===== src/rtl/regfile_wb_arbiter_if.sv =====
// Writeback bus for the register-file write arbiter: decode issue port,
// two writeback requesters, and the regfile write port, scoreboard and nzp.
interface regfile_wb_arbiter_if #(
  parameter int DATA_W = 16,
  parameter int ADDR_W = 3
);
  localparam int NREGS = 2 ** ADDR_W;

  logic              issue_valid;
  logic [ADDR_W-1:0] issue_dr;
  logic              issue_ready;

  logic              a_valid;
  logic [ADDR_W-1:0] a_dr;
  logic [DATA_W-1:0] a_data;
  logic              a_setcc;
  logic              a_ready;

  logic              b_valid;
  logic [ADDR_W-1:0] b_dr;
  logic [DATA_W-1:0] b_data;
  logic              b_setcc;
  logic              b_ready;

  logic              rf_ldreg;
  logic [ADDR_W-1:0] rf_dr;
  logic [DATA_W-1:0] rf_in;
  logic [2:0]        nzp;
  logic [NREGS-1:0]  busy;

  modport master (
    output issue_valid, issue_dr,
    output a_valid, a_dr, a_data, a_setcc,
    output b_valid, b_dr, b_data, b_setcc,
    input  issue_ready, a_ready, b_ready,
    input  rf_ldreg, rf_dr, rf_in, nzp, busy
  );

  modport slave (
    input  issue_valid, issue_dr,
    input  a_valid, a_dr, a_data, a_setcc,
    input  b_valid, b_dr, b_data, b_setcc,
    output issue_ready, a_ready, b_ready,
    output rf_ldreg, rf_dr, rf_in, nzp, busy
  );
endinterface


===== src/rtl/regfile_wb_arbiter.sv =====
// Round-robin owner of the LC-3b regfile write port, with a pending-write
// scoreboard for decode hazards and N/Z/P condition-code update.
//
// state  | meaning
// PRIO_A | A wins the next contested grant
// PRIO_B | B wins the next contested grant
module regfile_wb_arbiter #(
  parameter int DATA_W    = 16,
  parameter int ADDR_W    = 3,
  parameter int PRIO_INIT = 0
) (
  input logic                clk_50,
  input logic                reset,
  regfile_wb_arbiter_if.slave bus
);
  localparam int NREGS = 2 ** ADDR_W;

  typedef enum logic {
    PRIO_A = 1'b0,
    PRIO_B = 1'b1
  } prio_t;

  localparam prio_t PRIO_RST = (PRIO_INIT != 0) ? PRIO_B : PRIO_A;

  prio_t             prio_q, prio_d;
  logic              grant_a, grant_b, accept, issue_ok;
  logic [ADDR_W-1:0] sel_dr;
  logic [DATA_W-1:0] sel_data;
  logic              sel_setcc;

  logic [NREGS-1:0]  busy_q, busy_d;
  logic              rf_ldreg_q;
  logic [ADDR_W-1:0] rf_dr_q;
  logic [DATA_W-1:0] rf_in_q;
  logic [2:0]        nzp_q;

  function automatic logic [2:0] cc_of(input logic [DATA_W-1:0] d);
    if (d[DATA_W-1])   return 3'b100;
    else if (d == '0)  return 3'b010;
    else               return 3'b001;
  endfunction

  always_ff @(posedge clk_50) begin
    if (reset) prio_q <= PRIO_RST;
    else       prio_q <= prio_d;
  end

  // Pointer moves to the loser only when both sides competed.
  always_comb begin
    prio_d  = prio_q;
    grant_a = 1'b0;
    grant_b = 1'b0;
    if (!reset) begin
      if (bus.a_valid && bus.b_valid) begin
        if (prio_q == PRIO_A) begin
          grant_a = 1'b1;
          prio_d  = PRIO_B;
        end else begin
          grant_b = 1'b1;
          prio_d  = PRIO_A;
        end
      end else begin
        grant_a = bus.a_valid;
        grant_b = bus.b_valid;
      end
    end
  end

  always_comb begin
    accept    = grant_a | grant_b;
    sel_dr    = grant_b ? bus.b_dr    : bus.a_dr;
    sel_data  = grant_b ? bus.b_data  : bus.a_data;
    sel_setcc = grant_b ? bus.b_setcc : bus.a_setcc;
    issue_ok  = !reset && bus.issue_valid && !busy_q[bus.issue_dr];
  end

  // Clear first so a same-register issue on the write edge keeps the bit set.
  always_comb begin
    busy_d = busy_q;
    if (rf_ldreg_q) busy_d[rf_dr_q] = 1'b0;
    if (issue_ok)   busy_d[bus.issue_dr] = 1'b1;
  end

  always_ff @(posedge clk_50) begin
    if (reset) begin
      rf_ldreg_q <= 1'b0;
      rf_dr_q    <= '0;
      rf_in_q    <= '0;
      nzp_q      <= 3'b010;
      busy_q     <= '0;
    end else begin
      rf_ldreg_q <= accept;
      busy_q     <= busy_d;
      if (accept) begin
        rf_dr_q <= sel_dr;
        rf_in_q <= sel_data;
        if (sel_setcc) nzp_q <= cc_of(sel_data);
      end
    end
  end

  assign bus.a_ready     = grant_a;
  assign bus.b_ready     = grant_b;
  assign bus.issue_ready = !reset && !busy_q[bus.issue_dr];
  assign bus.rf_ldreg    = rf_ldreg_q;
  assign bus.rf_dr       = rf_dr_q;
  assign bus.rf_in       = rf_in_q;
  assign bus.nzp         = nzp_q;
  assign bus.busy        = busy_q;
endmodule


===== src/flat_wrapper.sv =====
// flat-port wrapper written by rule: the top's interface ports become plain ports
module regfile_wb_arbiter_flat 
#(
  parameter int DATA_W    = 16,
  parameter int ADDR_W    = 3,
  parameter int PRIO_INIT = 0
)
  (clk_50, reset, bus_issue_valid, bus_issue_dr, bus_a_valid, bus_a_dr, bus_a_data, bus_a_setcc, bus_b_valid, bus_b_dr, bus_b_data, bus_b_setcc, bus_issue_ready, bus_a_ready, bus_b_ready, bus_rf_ldreg, bus_rf_dr, bus_rf_in, bus_nzp, bus_busy);
  regfile_wb_arbiter_if #(.DATA_W(DATA_W), .ADDR_W(ADDR_W)) bus_i ();
  input logic clk_50;
  input logic reset;
  input wire logic [$bits(bus_i.issue_valid)-1:0] bus_issue_valid;
  input wire logic [$bits(bus_i.issue_dr)-1:0] bus_issue_dr;
  input wire logic [$bits(bus_i.a_valid)-1:0] bus_a_valid;
  input wire logic [$bits(bus_i.a_dr)-1:0] bus_a_dr;
  input wire logic [$bits(bus_i.a_data)-1:0] bus_a_data;
  input wire logic [$bits(bus_i.a_setcc)-1:0] bus_a_setcc;
  input wire logic [$bits(bus_i.b_valid)-1:0] bus_b_valid;
  input wire logic [$bits(bus_i.b_dr)-1:0] bus_b_dr;
  input wire logic [$bits(bus_i.b_data)-1:0] bus_b_data;
  input wire logic [$bits(bus_i.b_setcc)-1:0] bus_b_setcc;
  output wire logic [$bits(bus_i.issue_ready)-1:0] bus_issue_ready;
  output wire logic [$bits(bus_i.a_ready)-1:0] bus_a_ready;
  output wire logic [$bits(bus_i.b_ready)-1:0] bus_b_ready;
  output wire logic [$bits(bus_i.rf_ldreg)-1:0] bus_rf_ldreg;
  output wire logic [$bits(bus_i.rf_dr)-1:0] bus_rf_dr;
  output wire logic [$bits(bus_i.rf_in)-1:0] bus_rf_in;
  output wire logic [$bits(bus_i.nzp)-1:0] bus_nzp;
  output wire logic [$bits(bus_i.busy)-1:0] bus_busy;
  assign bus_i.issue_valid = bus_issue_valid;
  assign bus_i.issue_dr = bus_issue_dr;
  assign bus_i.a_valid = bus_a_valid;
  assign bus_i.a_dr = bus_a_dr;
  assign bus_i.a_data = bus_a_data;
  assign bus_i.a_setcc = bus_a_setcc;
  assign bus_i.b_valid = bus_b_valid;
  assign bus_i.b_dr = bus_b_dr;
  assign bus_i.b_data = bus_b_data;
  assign bus_i.b_setcc = bus_b_setcc;
  assign bus_issue_ready = bus_i.issue_ready;
  assign bus_a_ready = bus_i.a_ready;
  assign bus_b_ready = bus_i.b_ready;
  assign bus_rf_ldreg = bus_i.rf_ldreg;
  assign bus_rf_dr = bus_i.rf_dr;
  assign bus_rf_in = bus_i.rf_in;
  assign bus_nzp = bus_i.nzp;
  assign bus_busy = bus_i.busy;
  regfile_wb_arbiter #(.DATA_W(DATA_W), .ADDR_W(ADDR_W), .PRIO_INIT(PRIO_INIT)) u_core (.clk_50(clk_50), .reset(reset), .bus(bus_i));
endmodule

===== config.mk =====
export PLATFORM = sky130hd
export DESIGN_NAME = regfile_wb_arbiter_flat
export DESIGN_NICKNAME = d
export VERILOG_FILES = /design/src/rtl/regfile_wb_arbiter_if.sv /design/src/rtl/regfile_wb_arbiter.sv /design/src/flat_wrapper.sv
export SDC_FILE = /design/constraint.sdc
export NUM_CORES = 1
export LEC_CHECK = 0
export ABC_AREA = 1
export CAP_MARGIN = 0
export CORE_AREA = 2 2 63 71
export CTS_CLUSTER_SIZE = 24
export DETAILED_ROUTE_END_ITERATION = 7
export DIE_AREA = 0 0 65 73
export GPL_TIMING_DRIVEN = 1
export HOLD_SLACK_MARGIN = 0.03
export PLACE_DENSITY = 0.84
export SLEW_MARGIN = 25
export SYNTH_ARGS = -nofsm -noshare
export SYNTH_HDL_FRONTEND = slang
export SYNTH_SLANG_ARGS = --single-unit

===== constraint.sdc =====
create_clock -name clk_50 -period 2.8 [get_ports clk_50]
set_input_delay 0.84 -clock clk_50 [delete_from_list [all_inputs] [get_ports clk_50]]
set_output_delay 0.84 -clock clk_50 [all_outputs]
set_load 0.02 [all_outputs]

* After elaboration in Yosys (flattened, before gate mapping)
Index checks and enable logic that the tools add are counted.
** Cells by class
- Reduce and logical (&&, ||, !) cells :: 10
- Multiplexer cells :: 19
- Bitwise logic cells :: 4
- Magnitude comparators :: 4
** Operators by type and width (count)
- 16-bit logical NOT :: 1
- 16-bit two-way mux :: 1
- 8-bit two-way mux :: 2
- 1-bit two-way mux :: 10
- 8-bit AND :: 1
- 3-bit by 4-bit less-than comparator with 1-bit output, second input constant :: 2
- 8-bit inverter :: 1
- 8-bit bitwise OR :: 1
- 1-bit demux with 3-bit select :: 2
- 3-bit by 1-bit greater-or-equal comparator with 1-bit output, second input constant :: 2
- 1-bit logical AND :: 6
- 3-bit two-way mux :: 2
- 1-bit binary-select mux with 3-bit select :: 1
- 1-bit logical NOT :: 2
- 2-bit two-way mux :: 1
- 2-bit AND reduction :: 1
- 1-bit bitwise OR :: 1
** Word-level totals
- Input bits :: 48
- Bits in registers :: 32
- Logic and storage cells :: 43

* Depth between registers and ports, before layout
Gate-level depths: netlist of the first run.
- Word-level depth :: 9
- Depth in mapped cells :: 12
- Mapped depth without buffers :: 12

* Least setup slack after synthesis of the first run
OpenSTA, ideal clock, no wires.
- Kind :: input port to output port
- Start point :: input reset
- End point :: output bus_a_ready
- Path slack :: 0.190 ns
- Buffers on the path :: 2
- Data arrival time :: 1.770 ns
- Cell stages on the path :: 3
- Path through :: buf_4 > clkbuf_1 > a211oi_1
** Between the ends
- Longest elaborated chain between the ends :: 1
** Ends and longest elaborated chain
- from (decl) :: RTL line flat_wrapper.sv:11 : input logic reset;
- 1-bit two-way mux :: RTL line regfile_wb_arbiter.sv:53 : if (!reset) begin
- to (decl) :: RTL line flat_wrapper.sv:23 : output wire logic [$bits(bus_i.a_ready)-1:0] bus_a_ready;
Every way passes these cells.

* Final worst setup path of the first run
- Start point :: input bus_issue_dr[0]
- End point :: output bus_issue_ready
** Between the ends
- Longest elaborated chain between the ends :: 4
** Ends and longest elaborated chain
- from (decl) :: RTL line flat_wrapper.sv:13 : input wire logic [$bits(bus_i.issue_dr)-1:0] bus_issue_dr;
- 1-bit binary-select mux with 3-bit select :: RTL line regfile_wb_arbiter.sv:104 : assign bus.issue_ready = !reset && !busy_q[bus.issue_dr];
- 1-bit two-way mux (not written as such) :: RTL line regfile_wb_arbiter.sv:104
- 1-bit logical NOT :: RTL line regfile_wb_arbiter.sv:104
- 1-bit logical AND :: RTL line regfile_wb_arbiter.sv:104
- to (decl) :: RTL line flat_wrapper.sv:22 : output wire logic [$bits(bus_i.issue_ready)-1:0] bus_issue_ready;
Every way passes these cells. The select of a mux whose other input is x is not followed.

==> results of run 1 <==
-- registers in the layout, indices dropped and copies added (netlist names) --
register / cells
u_core.bus.rf_ldreg: 1
u_core.bus.busy: 8
u_core.bus.nzp: 3
u_core.bus.rf_dr: 3
u_core.prio_q: 1
u_core.bus.rf_in: 16
-- synthesized netlist by cell type (all sizes together) --
library cell and number:
a211oi 2, nor2 48, nor3 8, nand3 20
o21ai 28, nand2 72, a21oi 16, clkbuf 4
o211ai 3, dfxtp 32, buf 8, inv 32
-- timing repair --
| item | in CTS | in global routing |
|---|---|---|
| buffers inserted | 0 | 0 |
| resized for setup | 13 | 4 |
| pin swaps | 0 | 0 |
| setup endpoints to repair | 3 | 2 |
| hold endpoints to repair | 0 | 0 |
-- metrics by stage --
stage          area [µm²]  cells  setup slack (ns)  power, mW  TNS (ns)
2_1_floorplan        1740    273             0.190      0.676         0
3_3_place_gp         2680    414            -0.572      0.842     -1.23
3_5_place_dp         2680    414            -0.571      0.846     -1.27
4_1_cts              2800    422           0.00147       1.33         0
5_1_grt              2810    422            0.0107       1.38         0
6_report             2810    422             0.101       1.32         0
-- path summary, 6_finish.rpt --
| path | start | endpoint | cells past startpoint |
|---|---|---|---|
| worst max-delay path | bus_issue_dr[0] | bus_issue_ready | 8 |
| worst min-delay path | u_core.bus.nzp[2] | u_core.bus.nzp[2] | 2 |
| worst max register to register | u_core.prio_q | u_core.bus.nzp[0] | 12 |
| worst min register to register | u_core.bus.nzp[2] | u_core.bus.nzp[2] | 2 |
-- final cells by class --
class	count	area, µm²
Inverter	32	120
Fill cell	355	1290
Sequential cell	32	641
Clock inverter	1	30.0
Tap cell	54	67.6
Multi-Input combinational cell	197	907
Clock buffer	7	96.3
Timing Repair Buffer	99	948
-- worst max-delay path, stage by stage --
cell and delay, ns:
dlygate4sd2_1 0.28, buf_4 0.16, nand2_1 0.05, a21oi_1 0.05, o21ai_0 0.16, nand2_1 0.09
nor2_1 0.09, buf_4 0.14
-- layer usage --
| metal | GRT usage | part of all wire | vias up |
|---|---|---|---|
| li1 | - | - | 1051 |
| met1 | 0.253 | 0.40 | 870 |
| met2 | 0.408 | 0.50 | 81 |
| met3 | 0.0756 | 0.095 | 4 |
| met4 | 0.0851 | 0.013 | 0 |
| met5 | 0 | 0 | - |
-- logic make-up (layout without fill, tap and decap cells) --
kind of cell,after synthesis,after routing,synth area share
compound gates,49,49,0.157
buf+inv,44,139,0.111
simple gates,148,148,0.364
flops,32,32,0.368
-- layout by cell type (no fill, tap or decap) --
| master | n |
|---|---|
| nand3_1 | 19 |
| a21oi_4 | 1 |
| o211ai_1 | 3 |
| dlygate4sd2_1 | 2 |
| bufinv_16 | 1 |
| nand3_2 | 1 |
| nor2_2 | 4 |
| a211oi_1 | 2 |
| inv_1 | 28 |
| buf_4 | 19 |
| nor2_8 | 1 |
| clkdlybuf4s50_1 | 74 |
| nand2_2 | 2 |
| o21ai_2 | 1 |
| dlymetal6s2s_1 | 2 |
| inv_2 | 4 |
| o21ai_0 | 27 |
| nor3_1 | 8 |
| dfxtp_1 | 32 |
| nand2_1 | 69 |
| a21oi_1 | 15 |
| clkbuf_8 | 7 |
| clkdlybuf4s15_2 | 2 |
| nand2_4 | 1 |
| nor2_1 | 43 |
-- power groups by stage --
stage	combinational, mW	sequential (mW)	clock, mW
2_1_floorplan	0.130	0.546	0
5_1_grt	0.365	0.508	0.512
3_3_place_gp	0.329	0.513	0
4_1_cts	0.333	0.504	0.489
6_report	0.331	0.504	0.484
3_5_place_dp	0.333	0.514	0
==> results.toml, run 1 <==
[status]
status = "finished, final reports clean"

[power]
peakVddDrop_uv = 312
p_int_mw = 0.964
p_leak_nw = 1.30
p_comb_frac = 0.251
p_per_area_nw_per_um2 = 469
netSwitchingFraction = 0.269
p_clk_frac = 0.367
p_sw_mw = 0.355
seqPwrFrac = 0.382

[logic_synthesis]
synth-seq-cells = 32
avgSynthCellArea_um2 = 6.38
ys_seq_area_frac = 0.368
synth.top_cell.area_share = 0.368
ys_warn_count = 0
syn_nets = 321
synth_area_leaders = "dfxtp_1 (37%), nand2_1 (15%), nor2_1 (9.3%)"
syn_area_um2 = 1740
synth_cells = 273
synthDistinctLibCells = 23
synth_area_leader_cell = "dfxtp_1"

[global_routing]
track_usage = 0.229
grt_pass1_wl_mm = 8.35
grt_max_degree = 22
antenna_found_initial = 0
grt_pass1_vias = 1881
gr-total-overflow = 0

[finish]
final_util = 0.686
antennaDiodeCount = 0
synthToLayoutAreaGrowth_pct = 61.4
layout.nets = 415
drive_gt1_frac = 0.120

[cts]
postCtsHoldBufs = 0
clkSinkCount = 32
cts_buffers = 5
max-clock-path-buffers = 2
htree_levels = 2
cts-root-buf = "clkbuf_8"
path_clk_slew_ns = 0.06
cts_tree = "yes"
clock_latency_ns = 0.28

[drt]
drtIter0Drc = 162
vias = 2006
drc = 0
drt_pass1_iterations = 4
postRouteAntennaNets = 0
drt_wl_total_mm = 4.96
wl_per_cell_um = 11.8
viasPerCell = 4.75

[setup_path]
cp_max_fo = 4
cp-start-kind = "primary input"
worst_ep_required_time_ns = 1.96
cp.arrival_ns = 1.86
r2r_setup_slack_ns = 1.36
cp-end-kind = "output pin"
path_class = "in -> out"

[placed_design]
gp_congestion = 0.928
port_buffers = 81
dpl.hpwl_mm = 3.85

[floorplanning]
die_w_um = 65
die_area_um2 = 4750
start_util = 0.425
fp-row-count = 25
core_um2 = 4100
io_pins = 82
die_y_um = 73

[sta]
clock_skew_ns = 0.00571
timing.fmax_ghz = 0.371
hold_violations = 0
finalMaxSlewViolations = 0
holdWs_ns = 0.475
worst_slew_pin_slew_ns = 0.304
max-slew-margin-rel = 0.797
fin_crit_sh = 0.964
rsz0062_at_grt = "false"
min_period_ns = 2.70
setup-violations-final = 0

[run]
cap_violations = 0

[worst_hold_path]
hold_path.class = "reg -> reg"
Note: power is estimated with default switching activity, not from simulation.
==> run 2: changes to the inputs <==
SETUP_SLACK_MARGIN = 0.1   (was not set)
==> run 2 against run 1 <==
Compared with the run above: clock power is essentially flat; combinational power is essentially flat; critical path type unchanged; non-clock buffer count unchanged; power hardly changed; largest cell class unchanged.
==> results.toml, run 2 (same netlist as run 1, synthesis figures left out) <==
[power]
p_total_mw = 1.32
peakVddDrop_uv = 312
p_per_area_nw_per_um2 = 472
p_int_mw = 0.963
p_clk_frac = 0.367
netSwitchingFraction = 0.270
p_sw_mw = 0.355
seqPwrFrac = 0.383
p_comb_frac = 0.250
p_leak_nw = 1.30

[drt]
drtIter0Drc = 125
drt_wl_total_mm = 5.00
viasPerCell = 4.82
vias = 2032
wl_per_cell_um = 11.8
drc = 0
postRouteAntennaNets = 0
drt_pass1_iterations = 4

[sta]
setup-violations-final = 0
hold_violations = 0
finalMaxSlewViolations = 0
rsz0062_at_grt = "true"
max-slew-margin-rel = 0.797
clock_skew_ns = 0.00572
worst_slack_ns = 0.138
fin_crit_sh = 0.951
fin_tns_setup_ns = 0
worst_slew_pin_slew_ns = 0.304
min_period_ns = 2.66
holdWs_ns = 0.475
timing.fmax_ghz = 0.376

[finish]
final_common_cell = "clkdlybuf4s50_1"
register_area_um2 = 641
fin_cells = 422
largest_register_ff_count = 16
fillCellCount = 360
multi_input_area_um2 = 907
layout.nets = 415
synthToLayoutAreaGrowth_pct = 60.4
antennaDiodeCount = 0
final_cell_mix = "clkdlybuf4s50_1 (74), nand2_1 (69), nor2_1 (43)"
drive_gt1_frac = 0.117

[global_routing]
antenna_found_initial = 0
gr-total-overflow = 0
grt_pass1_wl_mm = 8.36
grt_pass1_vias = 1883
track_usage = 0.229
grt_max_degree = 22

[cts]
cts-root-buf = "clkbuf_8"
path_clk_slew_ns = 0.06
cts_buffers = 5
clock_latency_ns = 0.29
cts_tree = "yes"
max-clock-path-buffers = 2
htree_levels = 2
postCtsHoldBufs = 0
clkSinkCount = 32
postCtsSetupRepairBufs = 0

[setup_path]
cp-end-kind = "output pin"
slowest_stage = "dlygate4sd2_1"
worst_ep_required_time_ns = 1.96
cp.arrival_ns = 1.82
crit_family = "buffers and inverters"
cp_max_fo = 4
path_class = "in -> out"
crit_buf_inv = 3
crit_chain = "dlygate4sd2_1 > buf_4 > nand2_1 > a21oi_1 > o21ai_1 > nand2_1 > nor2_1 > buf_4"
critPathMaxStageDelay_ns = 0.28
cp-start-kind = "primary input"

[run]
cap_violations = 0

[floorplanning]
die_w_um = 65
start_util = 0.425
fp-row-count = 25
core_um2 = 4100
die_area_um2 = 4750
die_y_um = 73
io_pins = 82

[placed_design]
dpl.hpwl_mm = 3.85
port_buffers = 81
dp.cells = 414
pre_cts_ws_ns = -0.571
gp_congestion = 0.928

[status]
status = "finished, final reports clean"

[worst_hold_path]
hold_path.class = "reg -> reg"
==> run 2: power groups by stage <==
| stage | Combinational, mW | Clock [mW] | Sequential [mW] |
|---|---|---|---|
| floorplan | 0.130 | 0 | 0.546 |
| global placement | 0.329 | 0 | 0.513 |
| global route | 0.363 | 0.512 | 0.508 |
| finish | 0.330 | 0.484 | 0.504 |
| CTS | 0.331 | 0.489 | 0.504 |
| detailed placement | 0.333 | 0 | 0.514 |
==> run 2: worst paths after layout <==
| kind | from | endpoint | slack (ns) | cells past startpoint |
|---|---|---|---|---|
| worst max-delay path | bus_issue_dr[0] | bus_issue_ready | 0.14 | 8 |
| worst min-delay path | u_core.bus.nzp[2] | u_core.bus.nzp[2] | 0.48 | 2 |
| worst max register to register | u_core.prio_q | u_core.bus.nzp[0] | 1.36 | 12 |
| worst min register to register | u_core.bus.nzp[2] | u_core.bus.nzp[2] | 0.48 | 2 |
==> run 2: timing repair <==
action                                  4_1_cts  5_1_grt
resized for setup                            16        3
pin swaps                                     0        0
endpoints found under the setup margin        3        2
==> run 2: final cells by class <==
class	instances	area share
repair buffers	99	0.334
multi-input cells	197	0.325
flip-flops and latches	32	0.229
inverters	32	0.0430
clock buffers	7	0.0345
well taps	54	0.0242
clock inverters	1	0.0107
==> run 2: stage by stage <==
stage | utilization | instance area [µm²]
after global placement | 0.654 | 2680
after global routing | 0.682 | 2790
after floorplan | - | 1740
final | 0.682 | 2790
after detailed placement | 0.654 | 2680
after CTS | 0.681 | 2790
==> run 2: tightest hold or removal path, cell delays in order (launching register included) <==
cell      delay, ns
dfxtp_1        0.31
inv_1          0.05
a211oi_1       0.06
==> run 2: layer usage <==
layer	wire, µm	part of all wire	vias up	GRT usage
li1	-	-	1049	-
met1	1980	0.40	889	0.254
met2	2470	0.49	88	0.408
met3	474	0.095	6	0.0756
met4	72	0.014	0	0.0851
met5	0	0	-	0
==> run 3: changes to the inputs <==
ABC_AREA = not set   (was 1)
CORE_AREA = 2 2 63 70   (was 2 2 63 71)
DIE_AREA = 0 0 65 72   (was 0 0 65 73)
==> run 3 against run 2 <==
Compared with the run above: routed wire length is 4.2% lower; sequential share of layout area is 0.062 points higher; first-iteration DRC count is 30% lower; via count is 14% lower; count of clock-buffer cells in the layout stayed put; setup slack worse by 0.043 ns; synthesized area is 3.1% lower; critical path depth is 2 lower; synthesized cell count is 34% lower; clock skew is 0.0016 ns lower; critical path type unchanged; largest cell class is now multi-input combinational cells; highest routed layer unchanged.
==> results.toml, run 3 <==
[status]
status = "finished, final reports clean"

[cts]
path_clk_slew_ns = 0.06
cts_buffers = 5
cts-root-buf = "clkbuf_8"
max-clock-path-buffers = 2
clock_latency_ns = 0.28
cts_tree = "yes"
clkSinkCount = 32
htree_levels = 2

[logic_synthesis]
synth_area_leader_cell = "dfxtp_1"
ys_warn_count = 0
synthArstFlopShare = 0
avgSynthCellArea_um2 = 9.38
ys.flop_type = "dfxtp_1"
synthXorXnorAreaFrac = 0.00519
synth_edf_count = 0
synthDistinctLibCells = 38
synth_area_leaders = "dfxtp_1 (38%), mux2i_1 (12%), a211oi_1 (8.5%)"
synth_fa_ha_area_frac = 0
ys_seq_area_frac = 0.380
syn_area_um2 = 1690
synthSimpleGateAreaFrac = 0.195
yosys-top-cells-count = "dfxtp_1 (32), nor2_1 (24), mux2i_1 (21), a211oi_1 (19), nor4_1 (8)"
synth_mux_area_frac = 0.140
synth.most_common_cell = "dfxtp_1"
synth.top_cell.area_share = 0.380
synth_top_family_by_area = "compound AO/OA/AOI/OAI gates"
synth-seq-cells = 32
syn_nets = 228
synth_compound_area_frac = 0.237
synth_cells = 180

[sta]
finalMaxSlewViolations = 0
hold_violations = 0
clock_skew_ns = 0.00412
fin_tns_setup_ns = 0
rsz0062_at_grt = "true"
worst_slew_pin_slew_ns = 0.419
min_period_ns = 2.71
setup-violations-final = 0
worst_slack_ns = 0.0950
holdWs_ns = 0.492
max-slew-margin-rel = 0.721
fin_crit_sh = 0.966
timing.fmax_ghz = 0.370

[floorplanning]
core_um2 = 3930
fp-row-count = 24
die_w_um = 65
io_pins = 82
die_y_um = 72
start_util = 0.429
die_area_um2 = 4680

[drt]
vias = 1754
postRouteAntennaNets = 0
viasPerCell = 5.30
drt_pass1_iterations = 4
drtIter0Drc = 88
wl_per_cell_um = 14.5
drc = 0
drt_wl_total_mm = 4.79

[finish]
synthToLayoutAreaGrowth_pct = 65.1
largest_register_ff_count = 16
register_area_um2 = 641
drive_gt1_frac = 0.176
final_util = 0.708
final_cell_mix = "clkdlybuf4s50_1 (73), dfxtp_1 (32), nor2_1 (23)"
multi_input_area_um2 = 996
layout.nets = 326
final_area_um2 = 2790
antennaDiodeCount = 0
fillCellCount = 319
final_common_cell = "clkdlybuf4s50_1"
fin_cells = 331

[setup_path]
slowest_stage = "a311oi_4"
cp_max_fo = 2
path_class = "in -> out"
crit_buf_inv = 3
crit_chain = "buf_6 > mux2_4 > a311oi_4 > o211ai_4 > inv_2 > buf_6"
crit_path_frequent_cell = "buf_6"
cp-end-kind = "output pin"
critPathMaxStageDelay_ns = 0.32
worst_ep_required_time_ns = 1.96
crit_family = "compound AO/OA/AOI/OAI gates"
cp.arrival_ns = 1.87
cp-start-kind = "primary input"

[placed_design]
pre_cts_ws_ns = -0.825
dpl.hpwl_mm = 3.69
port_buffers = 81
dp.cells = 318
post_dp_cell_area_um2 = 2650
gp_congestion = 0.908

[power]
p_total_mw = 1.19
peakVddDrop_uv = 264
p_leak_nw = 1.16
p_per_area_nw_per_um2 = 429

[global_routing]
grt_max_degree = 40
grt_pass1_wl_mm = 7.89
antenna_found_initial = 0
track_usage = 0.219
gr-total-overflow = 0
grt_pass1_vias = 1739

[run]
cap_violations = 0

[worst_hold_path]
hold_path.class = "reg -> reg"
[run 3: changes by cell type in the layout (fill, tap and decap cells not counted), moves of 4 or more]
cell      delta
nand2_1     -65
a21oi_1     -11
mux2i_1     +21
nor3_1       -8
nor2_1      -20
nor2b_1      +4
nor4_1       +8
a211oi_1    +17
o21ai_0     -20
o31ai_1      +4
nand2b_1     +7
nand3b_1     +5
inv_1       -26
nand3_1     -18
[run 3: path summary, 6_finish.rpt]
check,startpoint,to,slack [ns],cells past startpoint
min,u_core.bus.nzp[0],u_core.bus.nzp[0],0.49,2
max reg2reg,u_core.bus.busy[4],u_core.bus.busy[3],0.93,7
min reg2reg,u_core.bus.nzp[0],u_core.bus.nzp[0],0.49,2
max,bus_issue_dr[1],bus_issue_ready,0.09,6
[run 3: logic make-up (layout without fill, tap and decap cells)]
kind of cell	Yosys count	count (layout)
simple gates	61	61
flops	32	32
xor+xnor	1	1
mux	23	23
compound gates	47	47
buf+inv	16	115
[run 3: final cells by class]
type	instances	share of cell area
multi-input cells	132	0.357
repair buffers	103	0.350
flip-flops and latches	32	0.230
clock buffers	7	0.0310
well taps	52	0.0233
inverters	4	0.00539
clock inverters	1	0.00269
[run 3: layer usage]
layer,part of all wire,global-route usage
met1,0.39,0.235
met3,0.068,0.0667
met5,0,0
met2,0.53,0.393
met4,0.017,0.0969
[run 3: worst min-delay path, delay by kind of cell (launching register included)]
kind	cells	cell delay, ns
AOI/OAI and AO/OA	1	0.06
and+or+nand+nor	1	0.08
DFF	1	0.31
[run 3: report_power, final]
group | switching, mW | internal, mW | leakage, nW
Combinational | 0.150 | 0.176 | 0.851
Clock | 0.161 | 0.199 | 0.0445
Sequential | 0.0213 | 0.486 | 0.264
Total | 0.332 | 0.862 | 1.16
[run 3: repair_timing]
action / 4_1_cts / 5_1_grt
setup buffers: 3 / 1
endpoints found under the hold margin: 0 / 0
endpoints found under the setup margin: 3 / 3
gates cloned: 1 / 0
hold buffers: 0 / 0
pin swaps: 1 / 3
gates resized for setup: 23 / 11
